==> src/rtl/pbus_pkg.sv <==
// Shared definitions for the peripheral-bus router: FSM state encoding,
// the all-ones data returned on failed reads, and the address-to-channel
// select helper.
package pbus_pkg;

  typedef enum logic [1:0] {
    IDLE    = 2'd0,
    RD_WAIT = 2'd1,
    RD_RESP = 2'd2
  } state_e;

  // Wide all-ones constant; users truncate it to their data width.
  localparam logic [63:0] RD_ERR_DATA = '1;

  // Channel select = the top sel_w bits of an addr_w-bit address.
  function automatic logic [31:0] ch_sel_f(input logic [31:0] addr,
                                           input int          addr_w,
                                           input int          sel_w);
    ch_sel_f = (addr >> (addr_w - sel_w)) & ((32'd1 << sel_w) - 32'd1);
  endfunction

endpackage

==> src/rtl/pbus_router_if.sv <==
// Bundle of CPU-side and channel-side signals of the peripheral router.
// Signal names are given from the router's point of view (i_ = into the
// router, o_ = out of the router). The slave modport is the router, the
// master modport is the surrounding system (CPU plus channels).
interface pbus_router_if #(
  parameter int CH_NUM = 4,
  parameter int ADDR_W = 8,
  parameter int DATA_W = 8
);

  // CPU side
  logic                     i_p_wr_strobe;
  logic                     i_p_rd_strobe;
  logic [ADDR_W-1:0]        i_p_addr;
  logic [DATA_W-1:0]        i_p_dout;
  logic [DATA_W-1:0]        o_p_din;
  logic                     o_p_rd_done;

  // Channel side
  logic [CH_NUM-1:0]        o_ch_wr_strobe;
  logic [CH_NUM-1:0]        o_ch_rd_strobe;
  logic [ADDR_W-1:0]        o_ch_addr;
  logic [DATA_W-1:0]        o_ch_dout;
  logic [CH_NUM*DATA_W-1:0] i_ch_din;
  logic [CH_NUM-1:0]        i_ch_rd_done;

  // Error reporting
  logic                     o_timeout_err;
  logic                     i_err_clr;

  modport slave (
    input  i_p_wr_strobe, i_p_rd_strobe, i_p_addr, i_p_dout,
    input  i_ch_din, i_ch_rd_done, i_err_clr,
    output o_p_din, o_p_rd_done,
    output o_ch_wr_strobe, o_ch_rd_strobe, o_ch_addr, o_ch_dout,
    output o_timeout_err
  );

  modport master (
    output i_p_wr_strobe, i_p_rd_strobe, i_p_addr, i_p_dout,
    output i_ch_din, i_ch_rd_done, i_err_clr,
    input  o_p_din, o_p_rd_done,
    input  o_ch_wr_strobe, o_ch_rd_strobe, o_ch_addr, o_ch_dout,
    input  o_timeout_err
  );

endinterface

==> src/rtl/pbus_timeout_counter.sv <==
// Read-timeout counter. Loads to 0 when a read is launched, counts while
// the router waits, and flags expiry on the TIMEOUT-th waiting cycle.
// Only instantiated when PBUS_ROUTER_TIMEOUT_EN is defined.
module pbus_timeout_counter #(
  parameter int TIMEOUT = 16
) (
  input  logic i_clk,
  input  logic i_areset_n,
  input  logic i_load,
  input  logic i_enable,
  output logic o_expired
);

  localparam int              CNT_W = $clog2(TIMEOUT);
  localparam logic [CNT_W-1:0] LAST = CNT_W'(TIMEOUT - 1);

  logic [CNT_W-1:0] cnt_q, cnt_d;
  logic             at_last;

  assign at_last   = (cnt_q == LAST);
  assign o_expired = i_enable & at_last;

  // Next count: restart on load, advance while enabled, park at the last value.
  always_comb begin
    cnt_d = cnt_q;
    if (i_load) begin
      cnt_d = '0;
    end else if (i_enable && !at_last) begin
      cnt_d = cnt_q + 1'b1;
    end
  end

  // Count register.
  always_ff @(posedge i_clk or negedge i_areset_n) begin
    if (!i_areset_n) begin
      cnt_q <= '0;
    end else begin
      cnt_q <= cnt_d;
    end
  end

endmodule

==> src/rtl/pbus_router.sv <==
// Peripheral-bus router: decodes the top address bits into one of CH_NUM
// channels, forwards writes as registered one-cycle strobes, and runs reads
// through a small IDLE / RD_WAIT / RD_RESP FSM. Reads to unmapped selects
// return all ones and set the sticky error flag.
// Optional read timeout: define PBUS_ROUTER_TIMEOUT_EN.
module pbus_router
  import pbus_pkg::*;
#(
  parameter int CH_NUM  = 4,
  parameter int ADDR_W  = 8,
  parameter int DATA_W  = 8,
  parameter int TIMEOUT = 16
) (
  input  logic         i_clk,
  input  logic         i_areset_n,
  pbus_router_if.slave bus
);

  localparam int                 CH_SEL_W = $clog2(CH_NUM);
  localparam int                 SEL_SPAN = 1 << CH_SEL_W;
  localparam logic [CH_NUM-1:0]  CH_ONE   = CH_NUM'(1);
  localparam logic [DATA_W-1:0]  ERR_DATA = DATA_W'(RD_ERR_DATA);

  state_e              state_q, state_d;
  logic [CH_SEL_W-1:0] sel_in, sel_q, sel_d;
  logic [CH_NUM-1:0]   wr_stb_q, wr_stb_d, rd_stb_q, rd_stb_d;
  logic [ADDR_W-1:0]   ch_addr_q, ch_addr_d;
  logic [DATA_W-1:0]   ch_dout_q, ch_dout_d, p_din_q, p_din_d;
  logic                err_q, err_d, err_set;

  logic [SEL_SPAN-1:0] map_mask, done_pad;
  logic [DATA_W-1:0]   din_arr [SEL_SPAN];
  logic                mapped_in, do_wr, do_rd, done_sel, expired;

  // Select space is padded to a power of two; padded slots are unmapped,
  // never report done and read as zero.
  for (genvar gi = 0; gi < SEL_SPAN; gi++) begin : g_sel
    if (gi < CH_NUM) begin : g_map
      assign map_mask[gi] = 1'b1;
      assign done_pad[gi] = bus.i_ch_rd_done[gi];
      assign din_arr[gi]  = bus.i_ch_din[gi*DATA_W +: DATA_W];
    end else begin : g_unmap
      assign map_mask[gi] = 1'b0;
      assign done_pad[gi] = 1'b0;
      assign din_arr[gi]  = '0;
    end
  end

  assign sel_in    = CH_SEL_W'(ch_sel_f(32'(bus.i_p_addr), ADDR_W, CH_SEL_W));
  assign mapped_in = map_mask[sel_in];
  // Write has priority over a simultaneous read; strobes outside IDLE are dropped.
  assign do_wr     = (state_q == IDLE) & bus.i_p_wr_strobe;
  assign do_rd     = (state_q == IDLE) & bus.i_p_rd_strobe & ~bus.i_p_wr_strobe;
  // Only the channel being read may complete it.
  assign done_sel  = done_pad[sel_q];

`ifdef PBUS_ROUTER_TIMEOUT_EN
  pbus_timeout_counter #(
    .TIMEOUT (TIMEOUT)
  ) u_timeout (
    .i_clk      (i_clk),
    .i_areset_n (i_areset_n),
    .i_load     (do_rd & mapped_in),
    .i_enable   (state_q == RD_WAIT),
    .o_expired  (expired)
  );
`else
  assign expired = 1'b0;
`endif

  // FSM state register.
  always_ff @(posedge i_clk or negedge i_areset_n) begin
    if (!i_areset_n) begin
      state_q <= IDLE;
    end else begin
      state_q <= state_d;
    end
  end

  // FSM next-state logic; unmapped reads skip the wait entirely.
  always_comb begin
    state_d = state_q;
    case (state_q)
      IDLE:    if (do_rd) state_d = mapped_in ? RD_WAIT : RD_RESP;
      RD_WAIT: if (done_sel || expired) state_d = RD_RESP;
      RD_RESP: state_d = IDLE;
      default: state_d = IDLE;
    endcase
  end

  // Output/datapath next values: strobes, broadcast addr/data, read data, error flag.
  always_comb begin
    wr_stb_d  = '0;
    rd_stb_d  = '0;
    ch_addr_d = ch_addr_q;
    ch_dout_d = ch_dout_q;
    sel_d     = sel_q;
    p_din_d   = p_din_q;
    err_set   = 1'b0;
    if (do_wr && mapped_in) begin
      ch_addr_d = bus.i_p_addr;
      ch_dout_d = bus.i_p_dout;
      wr_stb_d  = CH_ONE << sel_in;
    end
    if (do_rd) begin
      if (mapped_in) begin
        ch_addr_d = bus.i_p_addr;
        sel_d     = sel_in;
        rd_stb_d  = CH_ONE << sel_in;
      end else begin
        p_din_d = ERR_DATA;
        err_set = 1'b1;
      end
    end
    if (state_q == RD_WAIT) begin
      // A done in the expiry cycle still returns real data.
      if (done_sel) begin
        p_din_d = din_arr[sel_q];
      end else if (expired) begin
        p_din_d = ERR_DATA;
        err_set = 1'b1;
      end
    end
    // Setting the flag wins over a clear in the same cycle.
    err_d = err_set | (err_q & ~bus.i_err_clr);
  end

  // Datapath and output registers.
  always_ff @(posedge i_clk or negedge i_areset_n) begin
    if (!i_areset_n) begin
      wr_stb_q  <= '0;
      rd_stb_q  <= '0;
      ch_addr_q <= '0;
      ch_dout_q <= '0;
      sel_q     <= '0;
      p_din_q   <= '0;
      err_q     <= 1'b0;
    end else begin
      wr_stb_q  <= wr_stb_d;
      rd_stb_q  <= rd_stb_d;
      ch_addr_q <= ch_addr_d;
      ch_dout_q <= ch_dout_d;
      sel_q     <= sel_d;
      p_din_q   <= p_din_d;
      err_q     <= err_d;
    end
  end

  assign bus.o_ch_wr_strobe = wr_stb_q;
  assign bus.o_ch_rd_strobe = rd_stb_q;
  assign bus.o_ch_addr      = ch_addr_q;
  assign bus.o_ch_dout      = ch_dout_q;
  assign bus.o_p_din        = p_din_q;
  assign bus.o_p_rd_done    = (state_q == RD_RESP);
  assign bus.o_timeout_err  = err_q;

endmodule

==> src/flat_wrapper.sv <==
// flat-port wrapper written by rule: the top's interface ports become plain ports
module pbus_router_flat import pbus_pkg::*;
#(
  parameter int CH_NUM  = 4,
  parameter int ADDR_W  = 8,
  parameter int DATA_W  = 8,
  parameter int TIMEOUT = 16
)
  (i_clk, i_areset_n, bus_i_p_wr_strobe, bus_i_p_rd_strobe, bus_i_p_addr, bus_i_p_dout, bus_i_ch_din, bus_i_ch_rd_done, bus_i_err_clr, bus_o_p_din, bus_o_p_rd_done, bus_o_ch_wr_strobe, bus_o_ch_rd_strobe, bus_o_ch_addr, bus_o_ch_dout, bus_o_timeout_err);
  pbus_router_if #(.CH_NUM(CH_NUM), .ADDR_W(ADDR_W), .DATA_W(DATA_W)) bus_i ();
  input  logic i_clk;
  input  logic i_areset_n;
  input wire logic [$bits(bus_i.i_p_wr_strobe)-1:0] bus_i_p_wr_strobe;
  input wire logic [$bits(bus_i.i_p_rd_strobe)-1:0] bus_i_p_rd_strobe;
  input wire logic [$bits(bus_i.i_p_addr)-1:0] bus_i_p_addr;
  input wire logic [$bits(bus_i.i_p_dout)-1:0] bus_i_p_dout;
  input wire logic [$bits(bus_i.i_ch_din)-1:0] bus_i_ch_din;
  input wire logic [$bits(bus_i.i_ch_rd_done)-1:0] bus_i_ch_rd_done;
  input wire logic [$bits(bus_i.i_err_clr)-1:0] bus_i_err_clr;
  output wire logic [$bits(bus_i.o_p_din)-1:0] bus_o_p_din;
  output wire logic [$bits(bus_i.o_p_rd_done)-1:0] bus_o_p_rd_done;
  output wire logic [$bits(bus_i.o_ch_wr_strobe)-1:0] bus_o_ch_wr_strobe;
  output wire logic [$bits(bus_i.o_ch_rd_strobe)-1:0] bus_o_ch_rd_strobe;
  output wire logic [$bits(bus_i.o_ch_addr)-1:0] bus_o_ch_addr;
  output wire logic [$bits(bus_i.o_ch_dout)-1:0] bus_o_ch_dout;
  output wire logic [$bits(bus_i.o_timeout_err)-1:0] bus_o_timeout_err;
  assign bus_i.i_p_wr_strobe = bus_i_p_wr_strobe;
  assign bus_i.i_p_rd_strobe = bus_i_p_rd_strobe;
  assign bus_i.i_p_addr = bus_i_p_addr;
  assign bus_i.i_p_dout = bus_i_p_dout;
  assign bus_i.i_ch_din = bus_i_ch_din;
  assign bus_i.i_ch_rd_done = bus_i_ch_rd_done;
  assign bus_i.i_err_clr = bus_i_err_clr;
  assign bus_o_p_din = bus_i.o_p_din;
  assign bus_o_p_rd_done = bus_i.o_p_rd_done;
  assign bus_o_ch_wr_strobe = bus_i.o_ch_wr_strobe;
  assign bus_o_ch_rd_strobe = bus_i.o_ch_rd_strobe;
  assign bus_o_ch_addr = bus_i.o_ch_addr;
  assign bus_o_ch_dout = bus_i.o_ch_dout;
  assign bus_o_timeout_err = bus_i.o_timeout_err;
  pbus_router #(.CH_NUM(CH_NUM), .ADDR_W(ADDR_W), .DATA_W(DATA_W), .TIMEOUT(TIMEOUT)) u_core (.i_clk(i_clk), .i_areset_n(i_areset_n), .bus(bus_i));
endmodule
==> config.mk <==
export PLATFORM = sky130hd
export DESIGN_NAME = pbus_router_flat
export DESIGN_NICKNAME = d
export VERILOG_FILES = /design/src/rtl/pbus_pkg.sv /design/src/rtl/pbus_router_if.sv /design/src/rtl/pbus_timeout_counter.sv /design/src/rtl/pbus_router.sv /design/src/flat_wrapper.sv
export SDC_FILE = /design/constraint.sdc
export NUM_CORES = 1
export LEC_CHECK = 0
export ABC_AREA = 1
export BUFFER_PORTS_ARGS = -buffer_cell sky130_fd_sc_hd__buf_2
export CAP_MARGIN = 15
export CELL_PAD_IN_SITES_DETAIL_PLACEMENT = 1
export CELL_PAD_IN_SITES_GLOBAL_PLACEMENT = 2
export CORE_UTILIZATION = 26
export DETAILED_ROUTE_END_ITERATION = 8
export PLACE_DENSITY_LB_ADDON = 0.1
export SYNTH_ARGS = -nofsm -noshare
export SYNTH_HDL_FRONTEND = slang
export SYNTH_SLANG_ARGS = --single-unit
==> constraint.sdc <==
create_clock -name i_clk -period 2.55 [get_ports i_clk]
set_input_delay 0.51 -clock i_clk [delete_from_list [all_inputs] [get_ports i_clk]]
set_output_delay 0.51 -clock i_clk [all_outputs]
set_load 0.01 [all_outputs]
==> impl_metrics.py <==
metrics = {
    "global_route": {
        "grt_pass1_vias": 1818,
        "grt_usage": 0.142,
        "grt-ovfl-total": 0,
        "grt_max_degree": 38,
        "grt_antenna_before_repair": 0,
        "grt_first_pass_wirelength_mm": 8.41,
    },
    "logic_synthesis": {
        "synth.distinct_cells": 19,
        "synth_warnings": 0,
        "synth_fp_nets": 302,
        "avgSynthCellArea_um2": 7.62,
        "synth_top_family_by_area": "simple AND/OR/NAND/NOR gates",
        "synth_seq_cells": 37,
        "synth_cells": 245,
        "synth_seq_area_share": 0.496,
        "synthSimpleGateAreaFrac": 0.382,
        "synth_area_um2": 1870,
        "synth_mux_area_frac": 0,
        "synth_fa_ha_area_frac": 0,
        "synth_compound_area_frac": 0.0161,
        "synth-xor-area-share": 0,
    },
    "placed_design": {
        "hpwlAfterDp_mm": 3.93,
        "port-buffer-count": 90,
        "globalplace.congestion": 0.733,
    },
    "timing": {
        "maxSlewHeadroom": 0.452,
        "rsz0062_at_grt": "false",
        "hold_viol_final": 0,
        "setup_viol_count_final": 0,
        "worst_slew_pin_slew_ns": 0.822,
        "drv_slew": 0,
        "post-route-period-util": 0.632,
        "clock_skew_ns": 0.00649,
        "max_freq_ghz": 0.621,
        "finalCriticalPeriod_ns": 1.61,
        "tns_ns": 0,
        "holdWs_ns": 0.319,
    },
    "floorplan": {
        "core_um2": 6870,
        "pin_count": 91,
        "die_area_um2": 7530,
        "rows": 30,
        "initial_core_util": 0.272,
        "die_w_um": 86.8,
        "die_h_um": 86.8,
    },
    "clock_tree": {
        "cts_resized": 0,
        "cts_sinks": 37,
        "htree_levels": 2,
        "clk_pin_slew_ns": 0.08,
        "cts_root_buf": "clkbuf_8",
        "post_cts_buffers": 0,
        "cts_buffers": 5,
        "cts_tree": "yes",
        "cts_hold_buffers": 0,
        "clk_path_buf_depth": 2,
        "clk_latency_ns": 0.29,
    },
    "setup_path": {
        "crit_start": "u_core.state_q[1]$_DFFE_PN0P_",
        "required_ns": 2.04,
        "critical_path_class": "reg2out",
        "cp-start-kind": "flip-flop",
        "cp_max_fo": 3,
        "arrival_ns": 1.10,
        "r2r_cells": 5,
        "endpoint_kind": "output pin",
        "r2r_start": "u_core.sel_q[1]$_DFFE_PN0P_",
    },
    "routing": {
        "routedWlPerCell_um": 11.7,
        "drt_wl_total_mm": 5.07,
        "drtPass1Iterations": 4,
        "drtIter0Drc": 22,
        "ant_nets": 0,
        "drcViolationCount": 0,
        "viasPerCell": 4.19,
        "vias": 1815,
    },
    "power_and_ir_drop": {
        "switching_share": 0.421,
        "p_comb_frac": 0.446,
        "powerDensity_nw_per_um2": 1070,
        "leakage_nw": 1.54,
        "total_power_w": 0.00269,
        "ir_drop_mv": 0.336,
        "clkPwrFrac": 0.196,
        "seqPwrFrac": 0.358,
        "p_int_w": 0.00156,
        "p_sw_w": 0.00113,
    },
    "layout": {
        "final_core_util": 0.367,
        "drive_above_1_share": 0.326,
        "num_antenna_cells": 0,
        "nNetsFinal": 393,
        "area_delta_synth_final_pct": 35.0,
    },
    "job": {
        "drv_cap": 0,
    },
    "outcome": {
        "status": "complete, no violations",
    },
    "hold_path": {
        "min_path_type": "in2async",
    },
}
area by class of cell:
cell class / instances / area, µm²
clock buffers: 6 / 82.6
fillers: 893 / 4350
clock inverters: 2 / 37.5
repair buffers: 91 / 458
inverters: 41 / 154
flip-flops and latches: 37 / 926
well taps: 96 / 120
multi-input cells: 160 / 743
cells in the final DEF, fill, tap and decap left out, drive strengths merged:
cell	instances
nor3	5
buf	91
dfrtp	37
nand3	41
nor2	8
nand2	101
bufinv	1
o21a	2
o21ai	3
clkbuf	6
inv	41
clkinvlp	1
worst paths after layout:
path / to / slack [ns]
max: bus_o_p_rd_done / 0.94
max in group asynchronous: u_core.bus.o_p_din[0]$_DFFE_PN0P_ / 1.71
max reg2reg: u_core.bus.o_p_din[4]$_DFFE_PN0P_ / 1.04
min reg2reg: u_core.bus.o_ch_dout[4]$_DFFE_PN0P_ / 0.47
min: u_core.bus.o_p_din[3]$_DFFE_PN0P_ / 0.32
min in group i_clk: u_core.bus.o_timeout_err$_DFF_PN0_ / 0.37
per-layer routing:
layer / share of wire / GRT usage
met5: 0 / 0
met2: 0.47 / 0.234
met1: 0.47 / 0.188
met3: 0.049 / 0.0343
met4: 0.0071 / 0.0318
Yosys cell counts, drive strengths merged:
| master | number | area, µm² |
|---|---|---|
| dfrtp | 37 | 926 |
| buf | 6 | 41.3 |
| nand2 | 101 | 404 |
| inv | 41 | 154 |
| o21a | 2 | 15.0 |
| o21ai | 3 | 15.0 |
| clkbuf | 1 | 3.75 |
| nand3 | 41 | 218 |
| nor3 | 5 | 30.0 |
| nor2 | 8 | 61.3 |
power groups by stage:
| stage | Sequential, W | Clock, W | Combinational (W) |
|---|---|---|---|
| 6_report | 0.000964 | 0.000529 | 0.00120 |
| 5_1_grt | 0.000996 | 0.000563 | 0.00138 |
| 4_1_cts | 0.000971 | 0.000546 | 0.00123 |
| 3_5_place_dp | 0.000980 | 0 | 0.00123 |
| 3_3_place_gp | 0.000984 | 0 | 0.00121 |
| 2_1_floorplan | 0.00103 | 0 | 0.000738 |
flip-flops by register name, summed over array words and instances (netlist names):
| register | cells |
|---|---|
| u_core.bus.o_ch_addr | 8 |
| u_core.bus.o_ch_dout | 8 |
| u_core.bus.o_ch_rd_strobe | 4 |
| u_core.bus.o_ch_wr_strobe | 4 |
| u_core.bus.o_p_din | 8 |
| u_core.bus.o_timeout_err | 1 |
| u_core.sel_q | 2 |
| u_core.state_q | 2 |
critical path, cell delays in order (launching register included):
cell and delay [ns]:
dfrtp_1 0.50, inv_1 0.09, nor2_1 0.08, buf_2 0.14
metrics by stage:
| step | instance area (µm²) | instances | worst slack [ns] |
|---|---|---|---|
| final | 2520 | 433 | 0.939 |
| after global routing | 2520 | 433 | 0.841 |
| after CTS | 2520 | 433 | 0.907 |
| after detailed placement | 2400 | 425 | 1.02 |
| after global placement | 2400 | 425 | 1.04 |
| after floorplan | 1870 | 245 | 1.31 |
cell families after synthesis:
group,Yosys count
flip-flops,37
AO/OA/AOI/OAI,5
buffers and inverters,48
AND/OR/NAND/NOR,155
No activity file was read; power rests on OpenSTA's default activity.
